[src/rtl/ex_mem_stage_if.sv]
`default_nettype none
// +----------------------------------------------------------------------------+
// | ex_mem_stage_if                                                            |
// | Execute-side, data-memory and write-back signal bundle for ex_mem_stage.   |
// | Revision: 1.0                                                              |
// +----------------------------------------------------------------------------+
interface ex_mem_stage_if #(
  parameter int DATA_W = 32,
  parameter int REG_W  = 5
);
  logic              ex_valid;
  logic [DATA_W-1:0] ex_alu_result;
  logic              ex_zero;
  logic [DATA_W-1:0] ex_add_result;
  logic [DATA_W-1:0] ex_read_data_2;
  logic [REG_W-1:0]  ex_rd_or_rt;
  logic              ex_mem_read;
  logic              ex_mem_write;
  logic              ex_branch;
  logic              ex_reg_write;
  logic              ex_mem_to_reg;
  logic              stall;
  logic              pc_src;
  logic [DATA_W-1:0] branch_target;
  logic              dmem_req;
  logic              dmem_we;
  logic [DATA_W-1:0] dmem_addr;
  logic [DATA_W-1:0] dmem_wdata;
  logic              dmem_ack;
  logic [DATA_W-1:0] dmem_rdata;
  logic              wb_valid;
  logic              wb_reg_write;
  logic [REG_W-1:0]  wb_rd;
  logic [DATA_W-1:0] wb_data;

  modport slave (
    input  ex_valid, ex_alu_result, ex_zero, ex_add_result, ex_read_data_2,
           ex_rd_or_rt, ex_mem_read, ex_mem_write, ex_branch, ex_reg_write,
           ex_mem_to_reg, dmem_ack, dmem_rdata,
    output stall, pc_src, branch_target, dmem_req, dmem_we, dmem_addr,
           dmem_wdata, wb_valid, wb_reg_write, wb_rd, wb_data
  );

  modport master (
    output ex_valid, ex_alu_result, ex_zero, ex_add_result, ex_read_data_2,
           ex_rd_or_rt, ex_mem_read, ex_mem_write, ex_branch, ex_reg_write,
           ex_mem_to_reg, dmem_ack, dmem_rdata,
    input  stall, pc_src, branch_target, dmem_req, dmem_we, dmem_addr,
           dmem_wdata, wb_valid, wb_reg_write, wb_rd, wb_data
  );
endinterface
`default_nettype wire

[src/rtl/ex_mem_stage.sv]
`default_nettype none
// +----------------------------------------------------------------------------+
// | ex_mem_stage                                                               |
// | EX/MEM pipeline register, branch resolve and req/ack data-memory access.   |
// | Revision: 1.0                                                              |
// +----------------------------------------------------------------------------+
module ex_mem_stage #(
  parameter int DATA_W = 32,
  parameter int REG_W  = 5
) (
  input  logic          clk,
  input  logic          rst,
  ex_mem_stage_if.slave bus
);

  typedef enum logic [0:0] {
    ST_RUN      = 1'b0,
    ST_MEM_WAIT = 1'b1
  } state_t;

  state_t r_state;
  state_t w_state_nxt;

  // EX/MEM register
  logic              r_valid;
  logic              r_zero;
  logic              r_mem_read;
  logic              r_mem_write;
  logic              r_branch;
  logic              r_reg_write;
  logic              r_mem_to_reg;
  logic [DATA_W-1:0] r_alu_result;
  logic [DATA_W-1:0] r_add_result;
  logic [DATA_W-1:0] r_read_data_2;
  logic [REG_W-1:0]  r_rd;

  logic              r_dmem_req;
  logic              r_dmem_we;
  logic [DATA_W-1:0] r_dmem_addr;
  logic [DATA_W-1:0] r_dmem_wdata;

  logic              r_wb_valid;
  logic              r_wb_reg_write;
  logic [REG_W-1:0]  r_wb_rd;
  logic [DATA_W-1:0] r_wb_data;

  logic w_stall;
  logic w_launch;
  logic w_complete;
  logic w_in_mem;
  logic w_ex_is_mem;
  logic w_pass_through;
  logic w_wb_we;

  // A branch never touches memory, even if its mem bits are set.
  assign w_in_mem    = bus.ex_valid & (bus.ex_mem_read | bus.ex_mem_write) & ~bus.ex_branch;
  assign w_ex_is_mem = r_valid & (r_mem_read | r_mem_write) & ~r_branch;

  // A held memory instruction has already retired through the ack path.
  assign w_pass_through = ~w_stall & r_valid & ~w_ex_is_mem;
  assign w_wb_we        = r_reg_write & ~r_mem_write & ~r_branch;

  always_ff @(posedge clk or posedge rst) begin
    if (rst) begin
      r_state <= ST_RUN;
    end else begin
      r_state <= w_state_nxt;
    end
  end

  always_comb begin
    w_state_nxt = r_state;
    w_stall     = 1'b0;
    w_launch    = 1'b0;
    w_complete  = 1'b0;
    case (r_state)
      ST_RUN: begin
        if (w_in_mem) begin
          w_state_nxt = ST_MEM_WAIT;
          w_launch    = 1'b1;
        end
      end
      ST_MEM_WAIT: begin
        w_stall = 1'b1;
        if (bus.dmem_ack) begin
          w_state_nxt = ST_RUN;
          w_complete  = 1'b1;
        end
      end
      default: begin
        w_state_nxt = ST_RUN;
      end
    endcase
  end

  always_ff @(posedge clk or posedge rst) begin
    if (rst) begin
      r_valid       <= 1'b0;
      r_zero        <= 1'b0;
      r_mem_read    <= 1'b0;
      r_mem_write   <= 1'b0;
      r_branch      <= 1'b0;
      r_reg_write   <= 1'b0;
      r_mem_to_reg  <= 1'b0;
      r_alu_result  <= '0;
      r_add_result  <= '0;
      r_read_data_2 <= '0;
      r_rd          <= '0;
    end else if (!w_stall) begin
      r_valid       <= bus.ex_valid;
      r_zero        <= bus.ex_valid & bus.ex_zero;
      r_mem_read    <= bus.ex_valid & bus.ex_mem_read;
      r_mem_write   <= bus.ex_valid & bus.ex_mem_write;
      r_branch      <= bus.ex_valid & bus.ex_branch;
      r_reg_write   <= bus.ex_valid & bus.ex_reg_write;
      r_mem_to_reg  <= bus.ex_valid & bus.ex_mem_to_reg;
      r_alu_result  <= bus.ex_alu_result;
      r_add_result  <= bus.ex_add_result;
      r_read_data_2 <= bus.ex_read_data_2;
      r_rd          <= bus.ex_rd_or_rt;
    end
  end

  // Request fields are loaded straight from the inputs so req rises with the capture.
  always_ff @(posedge clk or posedge rst) begin
    if (rst) begin
      r_dmem_req   <= 1'b0;
      r_dmem_we    <= 1'b0;
      r_dmem_addr  <= '0;
      r_dmem_wdata <= '0;
    end else if (w_launch) begin
      r_dmem_req   <= 1'b1;
      r_dmem_we    <= bus.ex_mem_write;
      r_dmem_addr  <= {bus.ex_alu_result[DATA_W-1:2], 2'b00};
      r_dmem_wdata <= bus.ex_read_data_2;
    end else if (w_complete) begin
      r_dmem_req   <= 1'b0;
    end
  end

  always_ff @(posedge clk or posedge rst) begin
    if (rst) begin
      r_wb_valid     <= 1'b0;
      r_wb_reg_write <= 1'b0;
      r_wb_rd        <= '0;
      r_wb_data      <= '0;
    end else begin
      r_wb_valid     <= 1'b0;
      r_wb_reg_write <= 1'b0;
      if (w_complete) begin
        r_wb_valid     <= 1'b1;
        r_wb_reg_write <= w_wb_we;
        r_wb_rd        <= r_rd;
        r_wb_data      <= r_mem_to_reg ? bus.dmem_rdata : r_alu_result;
      end else if (w_pass_through) begin
        r_wb_valid     <= 1'b1;
        r_wb_reg_write <= w_wb_we;
        r_wb_rd        <= r_rd;
        r_wb_data      <= r_alu_result;
      end
    end
  end

  assign bus.stall         = w_stall;
  assign bus.pc_src        = r_valid & r_branch & r_zero;
  assign bus.branch_target = r_add_result;
  assign bus.dmem_req      = r_dmem_req;
  assign bus.dmem_we       = r_dmem_we;
  assign bus.dmem_addr     = r_dmem_addr;
  assign bus.dmem_wdata    = r_dmem_wdata;
  assign bus.wb_valid      = r_wb_valid;
  assign bus.wb_reg_write  = r_wb_reg_write;
  assign bus.wb_rd         = r_wb_rd;
  assign bus.wb_data       = r_wb_data;

endmodule
`default_nettype wire

[src/flat_wrapper.sv]
// flat-port wrapper written by rule: the top's interface ports become plain ports
module ex_mem_stage_flat 
#(
  parameter int DATA_W = 32,
  parameter int REG_W  = 5
)
  (clk, rst, bus_ex_valid, bus_ex_alu_result, bus_ex_zero, bus_ex_add_result, bus_ex_read_data_2, bus_ex_rd_or_rt, bus_ex_mem_read, bus_ex_mem_write, bus_ex_branch, bus_ex_reg_write, bus_ex_mem_to_reg, bus_dmem_ack, bus_dmem_rdata, bus_stall, bus_pc_src, bus_branch_target, bus_dmem_req, bus_dmem_we, bus_dmem_addr, bus_dmem_wdata, bus_wb_valid, bus_wb_reg_write, bus_wb_rd, bus_wb_data);
  ex_mem_stage_if #(.DATA_W(DATA_W), .REG_W(REG_W)) bus_i ();
  input  logic clk;
  input  logic rst;
  input wire logic [$bits(bus_i.ex_valid)-1:0] bus_ex_valid;
  input wire logic [$bits(bus_i.ex_alu_result)-1:0] bus_ex_alu_result;
  input wire logic [$bits(bus_i.ex_zero)-1:0] bus_ex_zero;
  input wire logic [$bits(bus_i.ex_add_result)-1:0] bus_ex_add_result;
  input wire logic [$bits(bus_i.ex_read_data_2)-1:0] bus_ex_read_data_2;
  input wire logic [$bits(bus_i.ex_rd_or_rt)-1:0] bus_ex_rd_or_rt;
  input wire logic [$bits(bus_i.ex_mem_read)-1:0] bus_ex_mem_read;
  input wire logic [$bits(bus_i.ex_mem_write)-1:0] bus_ex_mem_write;
  input wire logic [$bits(bus_i.ex_branch)-1:0] bus_ex_branch;
  input wire logic [$bits(bus_i.ex_reg_write)-1:0] bus_ex_reg_write;
  input wire logic [$bits(bus_i.ex_mem_to_reg)-1:0] bus_ex_mem_to_reg;
  input wire logic [$bits(bus_i.dmem_ack)-1:0] bus_dmem_ack;
  input wire logic [$bits(bus_i.dmem_rdata)-1:0] bus_dmem_rdata;
  output wire logic [$bits(bus_i.stall)-1:0] bus_stall;
  output wire logic [$bits(bus_i.pc_src)-1:0] bus_pc_src;
  output wire logic [$bits(bus_i.branch_target)-1:0] bus_branch_target;
  output wire logic [$bits(bus_i.dmem_req)-1:0] bus_dmem_req;
  output wire logic [$bits(bus_i.dmem_we)-1:0] bus_dmem_we;
  output wire logic [$bits(bus_i.dmem_addr)-1:0] bus_dmem_addr;
  output wire logic [$bits(bus_i.dmem_wdata)-1:0] bus_dmem_wdata;
  output wire logic [$bits(bus_i.wb_valid)-1:0] bus_wb_valid;
  output wire logic [$bits(bus_i.wb_reg_write)-1:0] bus_wb_reg_write;
  output wire logic [$bits(bus_i.wb_rd)-1:0] bus_wb_rd;
  output wire logic [$bits(bus_i.wb_data)-1:0] bus_wb_data;
  assign bus_i.ex_valid = bus_ex_valid;
  assign bus_i.ex_alu_result = bus_ex_alu_result;
  assign bus_i.ex_zero = bus_ex_zero;
  assign bus_i.ex_add_result = bus_ex_add_result;
  assign bus_i.ex_read_data_2 = bus_ex_read_data_2;
  assign bus_i.ex_rd_or_rt = bus_ex_rd_or_rt;
  assign bus_i.ex_mem_read = bus_ex_mem_read;
  assign bus_i.ex_mem_write = bus_ex_mem_write;
  assign bus_i.ex_branch = bus_ex_branch;
  assign bus_i.ex_reg_write = bus_ex_reg_write;
  assign bus_i.ex_mem_to_reg = bus_ex_mem_to_reg;
  assign bus_i.dmem_ack = bus_dmem_ack;
  assign bus_i.dmem_rdata = bus_dmem_rdata;
  assign bus_stall = bus_i.stall;
  assign bus_pc_src = bus_i.pc_src;
  assign bus_branch_target = bus_i.branch_target;
  assign bus_dmem_req = bus_i.dmem_req;
  assign bus_dmem_we = bus_i.dmem_we;
  assign bus_dmem_addr = bus_i.dmem_addr;
  assign bus_dmem_wdata = bus_i.dmem_wdata;
  assign bus_wb_valid = bus_i.wb_valid;
  assign bus_wb_reg_write = bus_i.wb_reg_write;
  assign bus_wb_rd = bus_i.wb_rd;
  assign bus_wb_data = bus_i.wb_data;
  ex_mem_stage #(.DATA_W(DATA_W), .REG_W(REG_W)) u_core (.clk(clk), .rst(rst), .bus(bus_i));
endmodule
[config.mk]
export PLATFORM = sky130hd
export DESIGN_NAME = ex_mem_stage_flat
export DESIGN_NICKNAME = d
export VERILOG_FILES = /design/src/rtl/ex_mem_stage_if.sv /design/src/rtl/ex_mem_stage.sv /design/src/flat_wrapper.sv
export SDC_FILE = /design/constraint.sdc
export NUM_CORES = 1
export LEC_CHECK = 0
export ABC_AREA = 1
export ABC_CLOCK_PERIOD_IN_PS = 7620
export CAP_MARGIN = 10
export CORE_MARGIN = 4
export CORE_UTILIZATION = 44
export DETAILED_ROUTE_END_ITERATION = 10
export PLACE_DENSITY = 0.89
export SYNTH_ARGS = -nofsm -noshare
export SYNTH_HDL_FRONTEND = slang
export SYNTH_SLANG_ARGS = --single-unit
[constraint.sdc]
create_clock -name clk -period 7.62 [get_ports clk]
set_input_delay 0.762 -clock clk [delete_from_list [all_inputs] [get_ports clk]]
set_output_delay 0.762 -clock clk [all_outputs]
set_load 0.01 [all_outputs]
==> run_results.csv <==
group,metric,value,unit
run_status,run_status,"completed",
synth,postSynthCellCount,874,
job,max_cap_viol_count,0,
sta,final-max-slew-violation-count,0,
critical_path,r2r_end,"u_core.bus.dmem_wdata[12]$_DFFE_PP0P_",
place,dp_hpwl,15.2,mm
clocking,cts_clock_pin_slew_for_the_worst_setup_and_hold_paths,70,ps
global_routing,globalRoute.totalOverflow,0,
routing,route.final.wire_length,21.7,mm
sta,holdWs,469,ps
sta,worst_clock_skew,9.56,ps
critical_path,critical_path.endpoint_type,"register",
synth,ys_seq_elements,180,
power,reported_net_switching_power,0.929,mW
power,seq_power_share,42.3,%
global_routing,grt_antenna_before_repair,0,
floorplanning,die_area,0.0189,sq mm
clocking,post_cts_repair_resize_count,0,
sta,timing.max_slew.rel_slack,20.1,%
critical_path,rr_startpoint,"u_core.r_state$_DFF_PP0_",
clocking,worstSkewPairLatency,420,ps
routing,drtPass1Iterations,5,
final_layout,drive_gt1_share,3.95,%
critical_path,timing.reg2reg.worst_path_depth,7,
final_layout,final_cell_utilization_of_the_core,65.4,%
clocking,htree_levels,4,
clocking,ctsLongestPathBuffers,2,
floorplanning,die_height,137,um
critical_path,crit_fanout,64,
place,final_estimated_routing_congestion_in_global_placement,0.854,
power,power-per-cell-area,282,mW/mm^2
routing,drt_drc_violations_left,0,
global_routing,grt_use_total,22.7,%
routing,number_of_routed_nets_with_antenna_violations,0,
global_routing,grt_pass1_wl,33.5,mm
sta,least_margin_pin_slew,1190,ps
sta,finalSetupViolations,0,
synth,synth_area_per_cell,8.44,sq um
synth,syn-cell-area,0.00737,sq mm
worst_hold_path,min_delay_path_depth,2,
power,p_total,3.05,mW
critical_path,arrival,3400,ps
clocking,cts_hold_buffers,0,
worst_hold_path,timing.hold.worst.start,"u_core.bus.dmem_addr[27]$_DFFE_PP0P_",
critical_path,r2r_slack,4670,ps
worst_hold_path,hold_path_class,"reg -> reg",
clocking,cts_setup_buffers,0,
routing,drt_iter0_markers,432,
floorplanning,floorplan.initialDensity,44.6,%
clocking,clock_tree.root_cell,"sky130_fd_sc_hd__clkbuf_16",
sta,post-route-min-period,3100,ps
worst_hold_path,whs_endpoint,"u_core.bus.dmem_addr[27]$_DFFE_PP0P_",
sta,timing.final.hold_violations,0,
sta,finalCritPeriodShare,40.6,%
power,total_leakage_power,5.44,nW
power,power_frac_clock,27.5,%
place,placed_area,0.0102,sq mm
final_layout,design.final.nets,1270,
synth,synth_sequential_area_ratio,61.1,%
sta,fin_tns_setup,0,ps
critical_path,worstSetupStartpointType,"input pin",
final_layout,finalInstanceArea,0.0108,sq mm
clocking,cts_made_buffers,17,
sta,setup_repair_after_global_routing_missed_its_margin,"no",
final_layout,flow.area_growth_from_synthesis,46.6,%
global_routing,pin_count_of_the_biggest_net_entering_global_routing,106,
floorplanning,placement_rows,47,
clocking,cts_tree,"done",
critical_path,category_of_the_most_critical_setup_path,"in -> reg",
power,power.combinational.fraction,30.1,%
final_layout,antenna-diode-count,0,
sta,clock.fmax,0.323,GHz
floorplanning,pin_count,282,
clocking,cts_num_sinks,180,
floorplanning,core,0.0165,sq mm
power,internal_power,2.12,mW
synth,yosys.cell_types.count,18,
global_routing,via_count_of_the_first_global_routing_pass,6487,
power,power_switching_share,30.5,%
critical_path,cp.required,7920,ps
synth,ys.warnings.count,0,
routing,drt-vias-per-instance,4.91,
routing,wire_per_inst,16.0,um
power,vdd_drop_max,0.152,mV
place,io_buffers,279,
floorplanning,die_width,137,um
routing,vias,6675,
metal layers:
metal  global-route usage, %  routed length [um]  vias to the layer above
met5                       0                   0                        -
li1                        -                   -                     3226
met1                    29.6                8920                     3147
met2                    36.6               10600                      251
met4                    10.4                 824                        0
met3                    4.71                1340                       51
synthesized netlist by cell type:
library cell	n	area share, %
sky130_fd_sc_hd__inv_1	37	1.9
sky130_fd_sc_hd__nand3_1	105	7.1
sky130_fd_sc_hd__dfrtp_1	180	61
sky130_fd_sc_hd__a21oi_1	1	0.068
sky130_fd_sc_hd__nand2_1	449	23
sky130_fd_sc_hd__inv_2	2	0.10
sky130_fd_sc_hd__nand2_2	2	0.17
sky130_fd_sc_hd__buf_2	21	1.4
sky130_fd_sc_hd__nor3_1	1	0.068
sky130_fd_sc_hd__buf_4	9	0.92
sky130_fd_sc_hd__o21ai_1	32	2.2
sky130_fd_sc_hd__o21ai_0	7	0.48
sky130_fd_sc_hd__nand3_4	1	0.24
sky130_fd_sc_hd__nor2_1	1	0.051
sky130_fd_sc_hd__buf_1	1	0.051
sky130_fd_sc_hd__o22ai_1	1	0.085
sky130_fd_sc_hd__clkbuf_1	23	1.2
sky130_fd_sc_hd__conb_1	1	0.051
through the flow:
stage	std cells	setup slack (ps)
finish	1360	4520
global route	1360	4240
CTS	1360	4560
detailed placement	1328	4120
global placement	1328	4180
floorplan	875	1970
how the worst max path moves through the flow:
stage	from	end	slack, ps	cells past startpoint
global placement	bus_ex_valid	u_core.bus.dmem_addr[2]$_DFFE_PP0P_	4180	7
CTS	bus_ex_valid	u_core.bus.dmem_wdata[12]$_DFFE_PP0P_	4560	7
global route	bus_ex_valid	u_core.bus.dmem_addr[6]$_DFFE_PP0P_	4240	7
detailed placement	bus_ex_valid	u_core.bus.dmem_wdata[12]$_DFFE_PP0P_	4120	7
floorplan	rst	u_core.bus.branch_target[0]$_DFFE_PP0N_	1970	1
finish	bus_ex_valid	u_core.bus.dmem_wdata[12]$_DFFE_PP0P_	4520	7
worst max-delay path, cell delays in order:
cell and delay [ps]:
sky130_fd_sc_hd__clkdlybuf4s50_1 580, sky130_fd_sc_hd__nand3_1 170, sky130_fd_sc_hd__nand2_2 110, sky130_fd_sc_hd__buf_4 500, sky130_fd_sc_hd__nand2_2 850, sky130_fd_sc_hd__nand2_1 270, sky130_fd_sc_hd__nand2_1 70
final cells by class:
class / count / area (sq um)
timing repair buffer: 287 / 2850
inverter: 39 / 151
clock buffer: 21 / 460
clock inverter: 11 / 103
tap: 220 / 275
fill: 1275 / 5710
multi-input combinational: 602 / 2460
sequential: 180 / 4510
cells by family (layout without fill, tap and decap cells):
kind of cell | Yosys count | count (layout) | synth area share [%]
compound gates | 41 | 41 | 2.80
buf+inv | 93 | 358 | 5.55
simple gates | 559 | 559 | 30.5
flops | 180 | 180 | 61.1
other cells | 1 | 2 | 0.0509
power groups by stage:
stage,sequential (mW),clock (mW),combinational (mW)
2_1_floorplan,1.38,0,0.299
3_3_place_gp,1.30,0,0.904
3_5_place_dp,1.30,0,0.924
4_1_cts,1.29,0.854,0.930
5_1_grt,1.31,0.889,1.00
6_report,1.29,0.839,0.919
placed cells by master, fill, tap and decap left out, drive strengths merged:
cell type,Yosys,layout
a21oi,1,1
bufinv,0,1
clkbuf,23,21
nor3,1,1
conb,1,2
nand2,451,451
o21ai,39,39
buf,31,8
inv,39,41
clkinvlp,0,3
o22ai,1,1
dfrtp,180,180
clkdlybuf4s50,0,279
nand3,106,106
clkinv,0,5
nor2,1,1
No activity file was read; power rests on OpenSTA's default activity.
